$ cat src/rtl/axi_read_arbiter_pkg.sv
// Shared types and AXI constants for the openmips AXI3 read arbiter.
// Build option: AXI_RD_ROUND_ROBIN_EN selects round-robin arbitration (default is fixed priority).
package axi_read_arbiter_pkg;

    typedef enum logic [1:0] {
        AR_IDLE = 2'd0,
        AR_ADDR = 2'd1,
        AR_DATA = 2'd2
    } ar_state_e;

    typedef enum logic {
        PORT_INST = 1'b0,
        PORT_DATA = 1'b1
    } port_sel_e;

    localparam logic [1:0] AXI_BURST_INCR = 2'b01;
    localparam logic [1:0] AXI_RESP_OKAY  = 2'b00;

    // arsize encoding for a full-width beat.
    function automatic logic [2:0] axi_size(input int data_w);
        return 3'($clog2(data_w / 8));
    endfunction

endpackage

$ cat src/rtl/axi_rd_arbiter_grant.sv
// Two-port request arbiter: fixed data-over-instruction priority, or round-robin
// with a one-bit last-grant register when AXI_RD_ROUND_ROBIN_EN is defined.
module axi_rd_arbiter_grant
    import axi_read_arbiter_pkg::*;
(
    input  logic      clk,
    input  logic      reset,
    input  logic      inst_valid,
    input  logic      data_valid,
    input  logic      take,
    output port_sel_e grant_sel
);

`ifdef AXI_RD_ROUND_ROBIN_EN
    port_sel_e last_sel_q;

    // Resetting to "instruction granted last" makes data the first winner.
    always_ff @(posedge clk) begin
        if (reset) begin
            last_sel_q <= PORT_INST;
        end else if (take) begin
            last_sel_q <= grant_sel;
        end
    end

    assign grant_sel = (data_valid && !(inst_valid && last_sel_q == PORT_DATA))
                       ? PORT_DATA : PORT_INST;
`else
    logic unused_rr;
    assign unused_rr = &{1'b0, clk, reset, take, inst_valid};

    assign grant_sel = data_valid ? PORT_DATA : PORT_INST;
`endif

endmodule

$ cat src/rtl/axi_read_arbiter.sv
// AXI3 read master arbitrating instruction/data requests onto one AR/R pair,
// one transaction outstanding. Build option: AXI_RD_ROUND_ROBIN_EN (see grant sub-module).
module axi_read_arbiter
    import axi_read_arbiter_pkg::*;
#(
    parameter int         ADDR_W    = 32,
    parameter int         DATA_W    = 32,
    parameter int         BURST_LEN = 4,
    parameter logic [3:0] INST_ID   = 4'd0,
    parameter logic [3:0] DATA_ID   = 4'd1
) (
    input  logic              clk,
    input  logic              reset,
    input  logic              inst_req_valid,
    input  logic [ADDR_W-1:0] inst_req_addr,
    input  logic              inst_req_burst,
    output logic              inst_req_ready,
    output logic [DATA_W-1:0] inst_rdata,
    output logic              inst_rvalid,
    output logic              inst_rlast,
    output logic              inst_rerr,
    input  logic              data_req_valid,
    input  logic [ADDR_W-1:0] data_req_addr,
    input  logic              data_req_burst,
    output logic              data_req_ready,
    output logic [DATA_W-1:0] data_rdata,
    output logic              data_rvalid,
    output logic              data_rlast,
    output logic              data_rerr,
    output logic [3:0]        arid,
    output logic [ADDR_W-1:0] araddr,
    output logic [3:0]        arlen,
    output logic [2:0]        arsize,
    output logic [1:0]        arburst,
    output logic [1:0]        arlock,
    output logic [3:0]        arcache,
    output logic [2:0]        arprot,
    output logic              arvalid,
    input  logic              arready,
    input  logic [3:0]        rid,
    input  logic [DATA_W-1:0] rdata,
    input  logic [1:0]        rresp,
    input  logic              rlast,
    input  logic              rvalid,
    output logic              rready
);

    localparam logic [ADDR_W-1:0] LINE_BYTES  = ADDR_W'(BURST_LEN * DATA_W / 8);
    localparam logic [4:0]        BURST_BEATS = 5'(BURST_LEN);

    ar_state_e         state_q, state_d;
    port_sel_e         sel_q, grant_sel;
    logic [ADDR_W-1:0] addr_q, req_addr;
    logic              burst_q, req_burst;
    logic [3:0]        id_q;
    logic [4:0]        beat_cnt_q, beat_num;
    logic              err_q;
    logic [DATA_W-1:0] rdata_q;
    logic              rvalid_q, rlast_q, rerr_q;
    logic              any_req, take, beat, last_expected, final_beat, beat_err;

    axi_rd_arbiter_grant u_grant (
        .clk        (clk),
        .reset      (reset),
        .inst_valid (inst_req_valid),
        .data_valid (data_req_valid),
        .take       (take),
        .grant_sel  (grant_sel)
    );

    assign any_req   = inst_req_valid | data_req_valid;
    assign take      = (state_q == AR_IDLE) && any_req;
    assign req_addr  = (grant_sel == PORT_DATA) ? data_req_addr  : inst_req_addr;
    assign req_burst = (grant_sel == PORT_DATA) ? data_req_burst : inst_req_burst;

    // Early rlast and a missing rlast are both a mismatch against the expected count.
    assign beat          = rvalid && rready;
    assign beat_num      = beat_cnt_q + 5'd1;
    assign last_expected = beat_num == (burst_q ? BURST_BEATS : 5'd1);
    assign final_beat    = rlast || last_expected;
    assign beat_err      = (rresp != AXI_RESP_OKAY) || (rid != id_q) || (rlast != last_expected);

    // NOTE: every output of a combinational block gets a default first, so no path leaves a latch.
    always_comb begin
        state_d        = state_q;
        arvalid        = 1'b0;
        rready         = 1'b0;
        inst_req_ready = 1'b0;
        data_req_ready = 1'b0;
        unique case (state_q)
            AR_IDLE: begin
                inst_req_ready = any_req && (grant_sel == PORT_INST);
                data_req_ready = any_req && (grant_sel == PORT_DATA);
                if (any_req) state_d = AR_ADDR;
            end
            AR_ADDR: begin
                arvalid = 1'b1;
                if (arready) state_d = AR_DATA;
            end
            AR_DATA: begin
                rready = 1'b1;
                if (rvalid && final_beat) state_d = AR_IDLE;
            end
            default: state_d = AR_IDLE;
        endcase
    end

    // NOTE: state uses non-blocking assignments so every register samples pre-edge values.
    // NOTE: the data path registers are reset too, because every port output must read 0 out of reset.
    always_ff @(posedge clk) begin
        if (reset) begin
            state_q    <= AR_IDLE;
            sel_q      <= PORT_INST;
            addr_q     <= '0;
            burst_q    <= 1'b0;
            id_q       <= 4'd0;
            beat_cnt_q <= 5'd0;
            err_q      <= 1'b0;
            rdata_q    <= '0;
            rvalid_q   <= 1'b0;
            rlast_q    <= 1'b0;
            rerr_q     <= 1'b0;
        end else begin
            state_q  <= state_d;
            rvalid_q <= 1'b0;
            rlast_q  <= 1'b0;
            rerr_q   <= 1'b0;
            if (take) begin
                sel_q      <= grant_sel;
                addr_q     <= req_burst ? req_addr - (req_addr % LINE_BYTES) : req_addr;
                burst_q    <= req_burst;
                id_q       <= (grant_sel == PORT_DATA) ? DATA_ID : INST_ID;
                beat_cnt_q <= 5'd0;
                err_q      <= 1'b0;
            end
            if (beat) begin
                beat_cnt_q <= beat_num;
                err_q      <= err_q | beat_err;
                rdata_q    <= rdata;
                rvalid_q   <= 1'b1;
                rlast_q    <= final_beat;
                rerr_q     <= final_beat & (err_q | beat_err);
            end
        end
    end

    assign araddr  = addr_q;
    assign arid    = id_q;
    assign arlen   = burst_q ? 4'(BURST_LEN - 1) : 4'd0;
    assign arsize  = arvalid ? axi_size(DATA_W) : 3'd0;
    assign arburst = arvalid ? AXI_BURST_INCR : 2'b00;
    assign arlock  = 2'b00;
    assign arcache = 4'd0;
    assign arprot  = 3'd0;

    assign inst_rdata  = rdata_q;
    assign data_rdata  = rdata_q;
    assign inst_rvalid = rvalid_q && (sel_q == PORT_INST);
    assign data_rvalid = rvalid_q && (sel_q == PORT_DATA);
    assign inst_rlast  = rlast_q  && (sel_q == PORT_INST);
    assign data_rlast  = rlast_q  && (sel_q == PORT_DATA);
    assign inst_rerr   = rerr_q   && (sel_q == PORT_INST);
    assign data_rerr   = rerr_q   && (sel_q == PORT_DATA);

endmodule
$ cat config.mk
export PLATFORM = sky130hd
export DESIGN_NAME = axi_read_arbiter
export DESIGN_NICKNAME = d
export VERILOG_FILES = /design/src/rtl/axi_read_arbiter_pkg.sv /design/src/rtl/axi_rd_arbiter_grant.sv /design/src/rtl/axi_read_arbiter.sv
export SDC_FILE = /design/constraint.sdc
export NUM_CORES = 1
export LEC_CHECK = 0
export ABC_AREA = 1
export CORE_MARGIN = 4
export CORE_UTILIZATION = 37
export CTS_CLUSTER_SIZE = 14
export DETAILED_ROUTE_END_ITERATION = 10
export GPL_ROUTABILITY_DRIVEN = 0
export MAX_ROUTING_LAYER = met4
export PLACE_DENSITY = 0.84
export SKIP_LAST_GASP = 1
export SLEW_MARGIN = 20
export SYNTH_ARGS = -nofsm -noshare
export SYNTH_HDL_FRONTEND = slang
export SYNTH_SLANG_ARGS = --single-unit
export TNS_END_PERCENT = 5
$ cat constraint.sdc
create_clock -name clk -period 2.1 [get_ports clk]
set_input_delay 0.21 -clock clk [delete_from_list [all_inputs] [get_ports clk]]
set_output_delay 0.21 -clock clk [all_outputs]
set_load 0.02 [all_outputs]
==> results of run 1 <==
==> layer usage <==
layer	up-vias	share of wire, %	global-route usage [%]
li1	1976	-	-
met1	1784	38	20.76
met2	141	53	33.86
met3	16	6.8	3.316
met4	0	1.9	7.124
met5	-	0	-
==> power by group through the flow <==
stage / Combinational, mW / Clock [mW] / Sequential (mW)
2_1_floorplan: 0.419 / 0 / 1.72
4_1_cts: 0.941 / 0.996 / 1.61
6_report: 0.936 / 0.965 / 1.61
5_1_grt: 1.02 / 1.06 / 1.62
3_5_place_dp: 0.937 / 0 / 1.64
3_3_place_gp: 0.923 / 0 / 1.63
==> placed cells by master, fill, tap and decap left out, types with 3 or more instances in the layout <==
master	Yosys	final
buf_4	61	4
nand3_1	13	13
nand2_1	195	195
o21ai_1	13	12
nor2_1	66	66
nand4_1	3	3
clkdlybuf4s50_1	0	220
clkbuf_8	0	10
a21oi_1	44	44
clkinv_2	0	3
conb_1	1	17
dfxtp_1	77	76
o21ai_0	21	21
inv_2	3	3
inv_1	21	21
==> sequential cells by signal (all words and copies together) (netlist names) <==
name        cells
rvalid_q        1
beat_cnt_q      5
rlast_q         1
err_q           1
burst_q         1
araddr         32
rerr_q          1
sel_q           1
state_q         2
data_rdata     32
==> worst register-to-register path: cells and delay by family, from the launching register on <==
kind	cells	cell delay, ns
AOI/OAI and AO/OA	1	0.14
adders and majority gates	2	0.52
buffers and inverters	1	0.05
DFF	1	0.39
and+or+nand+nor	7	0.68
==> final cells by class <==
| class | instances | share of cell area [%] |
|---|---|---|
| clock buffer | 11 | 2.408 |
| tap | 133 | 2.835 |
| sequential | 77 | 26.28 |
| timing repair buffer | 227 | 38.79 |
| multi-input combinational | 382 | 27.75 |
| inverter | 24 | 1.535 |
| clock inverter | 4 | 0.4049 |
==> worst min path at each step <==
stage                           startpoint                           to  slack, ns  depth (start not counted)
floorplan                        rdata[10]  data_rdata[10]$_SDFFE_PP0P_       0.35                          2
global placement    araddr[0]$_SDFFE_PP0P_       araddr[0]$_SDFFE_PP0P_       0.46                          2
detailed placement  araddr[3]$_SDFFE_PP0P_       araddr[3]$_SDFFE_PP0P_       0.45                          2
CTS                                  reset   data_rdata[6]$_SDFFE_PP0P_       0.27                          2
global route                         reset   data_rdata[6]$_SDFFE_PP0P_       0.28                          2
finish                               reset   data_rdata[6]$_SDFFE_PP0P_       0.28                          2
==> what timing repair did <==
item | 4_1_cts | 5_1_grt
hold buffers | 0 | 0
gates resized for setup | 0 | 2
endpoints found under the setup margin | 0 | 2
==> through the flow <==
stage          util (%)  cells  hold slack [ns]  setup WS, ns
6_report          59.51    858           0.2806        0.1954
5_1_grt           59.51    858           0.2811       0.01734
4_1_cts           59.47    858           0.2695        0.1380
3_5_place_dp      57.80    843           0.4544        0.1401
3_3_place_gp      57.80    843           0.4555        0.2535
2_1_floorplan         -    567           0.3527        0.4200
==> logic make-up after synthesis <==
| group | after synthesis | share of synthesized area (%) |
|---|---|---|
| AO/OA/AOI/OAI | 78 | 10.31 |
| adder cells (fa/ha/maj) | 2 | 0.6606 |
| buffers and inverters | 108 | 18.04 |
| flip-flops | 77 | 40.70 |
| other | 1 | 0.09901 |
| AND/OR/NAND/NOR | 285 | 30.19 |
==> results.py, run 1 <==
metrics = {
    "status": {
        "status": "complete, no violations",
    },
    "sta": {
        "rsz0062_at_grt": "no",
        "setup_viol_count_final": 0,
        "hold_violations": 0,
        "final_max_slew_viol_count": 0,
        "tns_ns": 0,
        "min_period_over_period_pct": 90.70,
        "timing.slew.headroom_pct": 58.88,
        "period_minus_slack_ns": 1.905,
        "fmax_mhz": 525.0,
        "tightest_slew_ns": 0.6159,
        "clock_skew_ns": 0.01441,
    },
    "power": {
        "p_clk_share_pct": 27.5,
        "powerDensity_nw_per_um2": 597.7,
        "p_comb_share_pct": 26.7,
        "power.switching_mw": 1.043,
        "p_int_mw": 2.466,
        "p_leak_nw": 2.415,
        "p_seq_share_pct": 45.8,
        "swShare_pct": 29.73,
        "irDropWorstVdd_mv": 0.3095,
        "power_mw": 3.509,
    },
    "yosys": {
        "synth.avg_cell_area_um2": 6.874,
        "seq_area_frac_synth_pct": 40.70,
        "ys_top_cells_by_count": "nand2_1, dfxtp_1, nor2_1",
        "syn-instance-count": 551,
        "syn-cell-area_um2": 3787,
        "netlist_top_cells_area": "dfxtp_1, nand2_1, buf_4",
        "synth-main-ff-cell": "dfxtp_1",
        "yosysTopAreaCellShare_pct": 40.70,
        "postSynth.asyncResetShare_pct": 0,
        "ys_types": 23,
        "synth-seq-cells": 77,
        "yosysMostFrequentCell": "nand2_1",
        "ys_warn_count": 0,
        "yosysTopAreaCell": "dfxtp_1",
        "synth_edf_count": 0,
    },
    "clock_network": {
        "worstSkewPairLatency_ns": 0.33,
        "cts_tree": "yes",
        "cts_buffers": 9,
        "h-tree-depth": 3,
        "clockBufferDepth": 2,
        "cts_setup_buffers": 0,
        "cts.sinks": 77,
        "root_buffer": "clkbuf_8",
        "clk_pin_slew_worst_paths_ns": 0.08,
    },
    "cells_and_area": {
        "final_cell_area_um2": 5871,
        "nets": 834,
        "regArea_um2": 1543,
        "area_delta_synth_final_pct": 55.00,
        "multi_input_area_um2": 1629,
        "drive_gt1_share_pct": 4.552,
        "diodes": 0,
        "n_fill_cell": 881,
    },
    "global_route": {
        "grt_pass1_vias": 3738,
        "antenna_found_initial": 0,
        "grt_max_degree": 40,
        "grt_pass1_wl_mm": 17.63,
        "grt_use_total_pct": 18.86,
        "overflow": 0,
    },
    "worst_setup_path": {
        "cp-endpoint": "inst_req_ready",
        "crit_slowest_cell": "clkdlybuf4s50_1",
        "path_buf_inv": 1,
        "cp_data_arrival_time_ns": 1.69,
        "rr_worst_depth": 11,
        "cpLargestDelayFamily": "buffers and inverters",
        "r2r_end": "err_q$_SDFFE_PP0P_",
        "critical-path-max-stage-delay_ns": 0.62,
        "rrSetupSlack_ns": 0.23,
        "critPathRequiredTime_ns": 1.89,
        "path_cells": "nor2_2, nand2_1, nor2_1, clkdlybuf4s50_1",
        "criticalPathCategory": "reg -> out",
        "critPathMaxFanout": 5,
        "setup.worst_path.end_class": "output port",
        "worstSetupPathDepth": 4,
        "rr_startpoint": "beat_cnt_q[1]$_SDFFE_PP0P_",
        "crit_start": "state_q[1]$_SDFFE_PP0P_",
        "crit_path_start_kind": "flop",
    },
    "drt": {
        "finalWirelength_mm": 11.49,
        "drc": 0,
        "drt_pre_antenna_iters": 4,
        "drt_iter0_drc": 205,
        "routed_via_density": 4.565,
        "vias": 3917,
        "antenna_left": 0,
        "avgRoutedWirePerCell_um": 13.39,
    },
    "die": {
        "dieArea_um2": 11920,
        "rows": 36,
        "die_h_um": 109.2,
        "dieWidth_um": 109.2,
        "io_pins": 239,
        "start_util_pct": 38.39,
        "core_area_um2": 9864,
    },
    "min_path": {
        "hold_class": "in -> reg",
    },
    "placement": {
        "port_buffers": 221,
        "hpwl_mm": 8.731,
        "dpl_cell_area_um2": 5702,
    },
    "flow_run": {
        "drv_cap": 0,
    },
}
(Power assumes the default switching activity.)
==> inputs of run 2 (changes only) <==
CORE_ASPECT_RATIO = 0.6   (was not set)
==> results.py, run 2 (synthesized netlist as in run 1, its figures left out) <==
metrics = {
    "placement": {
        "dpl_cell_area_um2": 5694,
        "hpwl_mm": 8.687,
        "port_buffers": 221,
    },
    "clock_network": {
        "h-tree-depth": 3,
        "cts_buffers": 9,
        "clockBufferDepth": 2,
        "worstSkewPairLatency_ns": 0.33,
        "clk_pin_slew_worst_paths_ns": 0.06,
        "cts.sinks": 77,
        "cts_tree": "yes",
        "root_buffer": "clkbuf_16",
        "cts_hold_buf": 0,
        "post_cts_resized": 0,
        "cts_setup_buffers": 0,
    },
    "global_route": {
        "grt_max_degree": 45,
        "grt_pass1_wl_mm": 17.97,
        "grt_pass1_vias": 3692,
        "overflow": 0,
        "grt_use_total_pct": 18.74,
        "antenna_found_initial": 0,
    },
    "drt": {
        "antenna_left": 0,
        "drc": 0,
        "wl_met3_um": 855,
        "drt_iter0_drc": 207,
        "drt_pre_antenna_iters": 4,
        "routed_via_density": 4.555,
        "avgRoutedWirePerCell_um": 13.33,
        "m1WireLength_mm": 5.227,
        "top_layer_used": "met4",
        "finalWirelength_mm": 11.47,
        "dr_wl_met2_mm": 5.256,
        "vias": 3922,
    },
    "worst_setup_path": {
        "crit_path_start_kind": "flop",
        "criticalPathCategory": "reg -> out",
        "critPathMaxFanout": 5,
        "cp_data_arrival_time_ns": 1.84,
        "setup.worst_path.end_class": "output port",
        "path_cells": "inv_2, nor2_1, clkdlybuf4s50_1",
        "critPathRequiredTime_ns": 1.89,
        "rr_worst_depth": 11,
        "crit_slowest_cell": "clkdlybuf4s50_1",
        "critical-path-max-stage-delay_ns": 0.71,
    },
    "power": {
        "power_mw": 4.137,
        "irDropWorstVdd_mv": 0.3684,
        "powerDensity_nw_per_um2": 689.4,
        "p_leak_nw": 2.473,
    },
    "sta": {
        "period_minus_slack_ns": 2.049,
        "timing.slew.headroom_pct": 43.54,
        "tns_ns": 0,
        "setup_viol_count_final": 0,
        "fmax_mhz": 488.2,
        "hold_violations": 0,
        "tightest_slew_ns": 0.8460,
        "final_max_slew_viol_count": 0,
        "min_period_over_period_pct": 97.55,
        "clock_skew_ns": 0.006934,
    },
    "cells_and_area": {
        "layout_common_cells": "clkdlybuf4s50_1, nand2_1, dfxtp_1, nor2_1, a21oi_1",
        "nets": 836,
        "final_cell_area_um2": 6001,
        "finish.utilization_pct": 60.53,
        "layout_commonest_cell": "clkdlybuf4s50_1",
        "area_delta_synth_final_pct": 58.44,
        "diodes": 0,
        "drive_gt1_share_pct": 4.821,
        "n_fill_cell": 834,
    },
    "min_path": {
        "min_path_cells": 3,
        "hold_class": "in -> reg",
    },
    "flow_run": {
        "drv_cap": 0,
    },
    "die": {
        "start_util_pct": 38.20,
        "io_pins": 239,
        "dieArea_um2": 11970,
        "core_area_um2": 9915,
        "die_h_um": 86.37,
        "rows": 28,
        "dieWidth_um": 138.6,
    },
    "status": {
        "status": "complete, no violations",
    },
}
## run 2: cell count changes in the layout (fill, tap and decap cells not counted), sizes merged
cell / before / now
inv: 25 / 24
clkbuf: 11 / 9
buf: 7 / 9
clkinvlp: 0 / 1
bufinv: 0 / 2
clkinv: 3 / 2
## run 2: worst paths after layout
| path | start | slack [ns] | end |
|---|---|---|---|
| hold reg to reg | araddr[1]$_SDFFE_PP0P_ | 0.47 | araddr[1]$_SDFFE_PP0P_ |
| setup reg to reg | beat_cnt_q[1]$_SDFFE_PP0P_ | 0.19 | err_q$_SDFFE_PP0P_ |
| hold / removal | rdata[9] | 0.44 | data_rdata[9]$_SDFFE_PP0P_ |
| setup / recovery | state_q[0]$_SDFFE_PP0P_ | 0.05 | arvalid |
## run 2: cell type report
cell class | instances | area (um2) | area share [%]
clock buffer | 9 | 225.2 | 3.753
clock inverter | 5 | 77.57 | 1.293
inverter | 24 | 90.09 | 1.501
multi-input combinational | 382 | 1629 | 27.15
sequential | 77 | 1543 | 25.71
tap | 135 | 168.9 | 2.815
timing repair buffer | 229 | 2267 | 37.78
## run 2: power breakdown
part	switching (mW)	total, mW	internal (mW)	leakage (nW)
sequential	0.0647	1.62	1.55	0.630
clock	0.566	1.59	1.02	0.147
combinational	0.475	0.933	0.458	1.70
total	1.11	4.14	3.03	2.47
## run 2: through the flow
stage | std cells | hold WS (ns) | setup WS [ns]
floorplan | 567 | 0.3527 | 0.4200
global placement | 847 | 0.4524 | 0.2188
detailed placement | 847 | 0.4599 | 0.1718
CTS | 861 | 0.4307 | 0.02028
global route | 861 | 0.4420 | -0.004718
finish | 861 | 0.4397 | 0.05147
## run 2: worst max-delay path: cells and delay by family (launching register included)
family                 cells  cell delay (ns)
and+or+nand+nor            1             0.38
DFF                        1             0.35
buffers and inverters      2             0.78
## run 2: per-layer routing
layer / vias to the layer above / track usage [%]
met4: 0 / 3.819
met2: 163 / 29.29
met3: 13 / 6.340
met1: 1764 / 23.99
met5: - / -
li1: 1982 / -
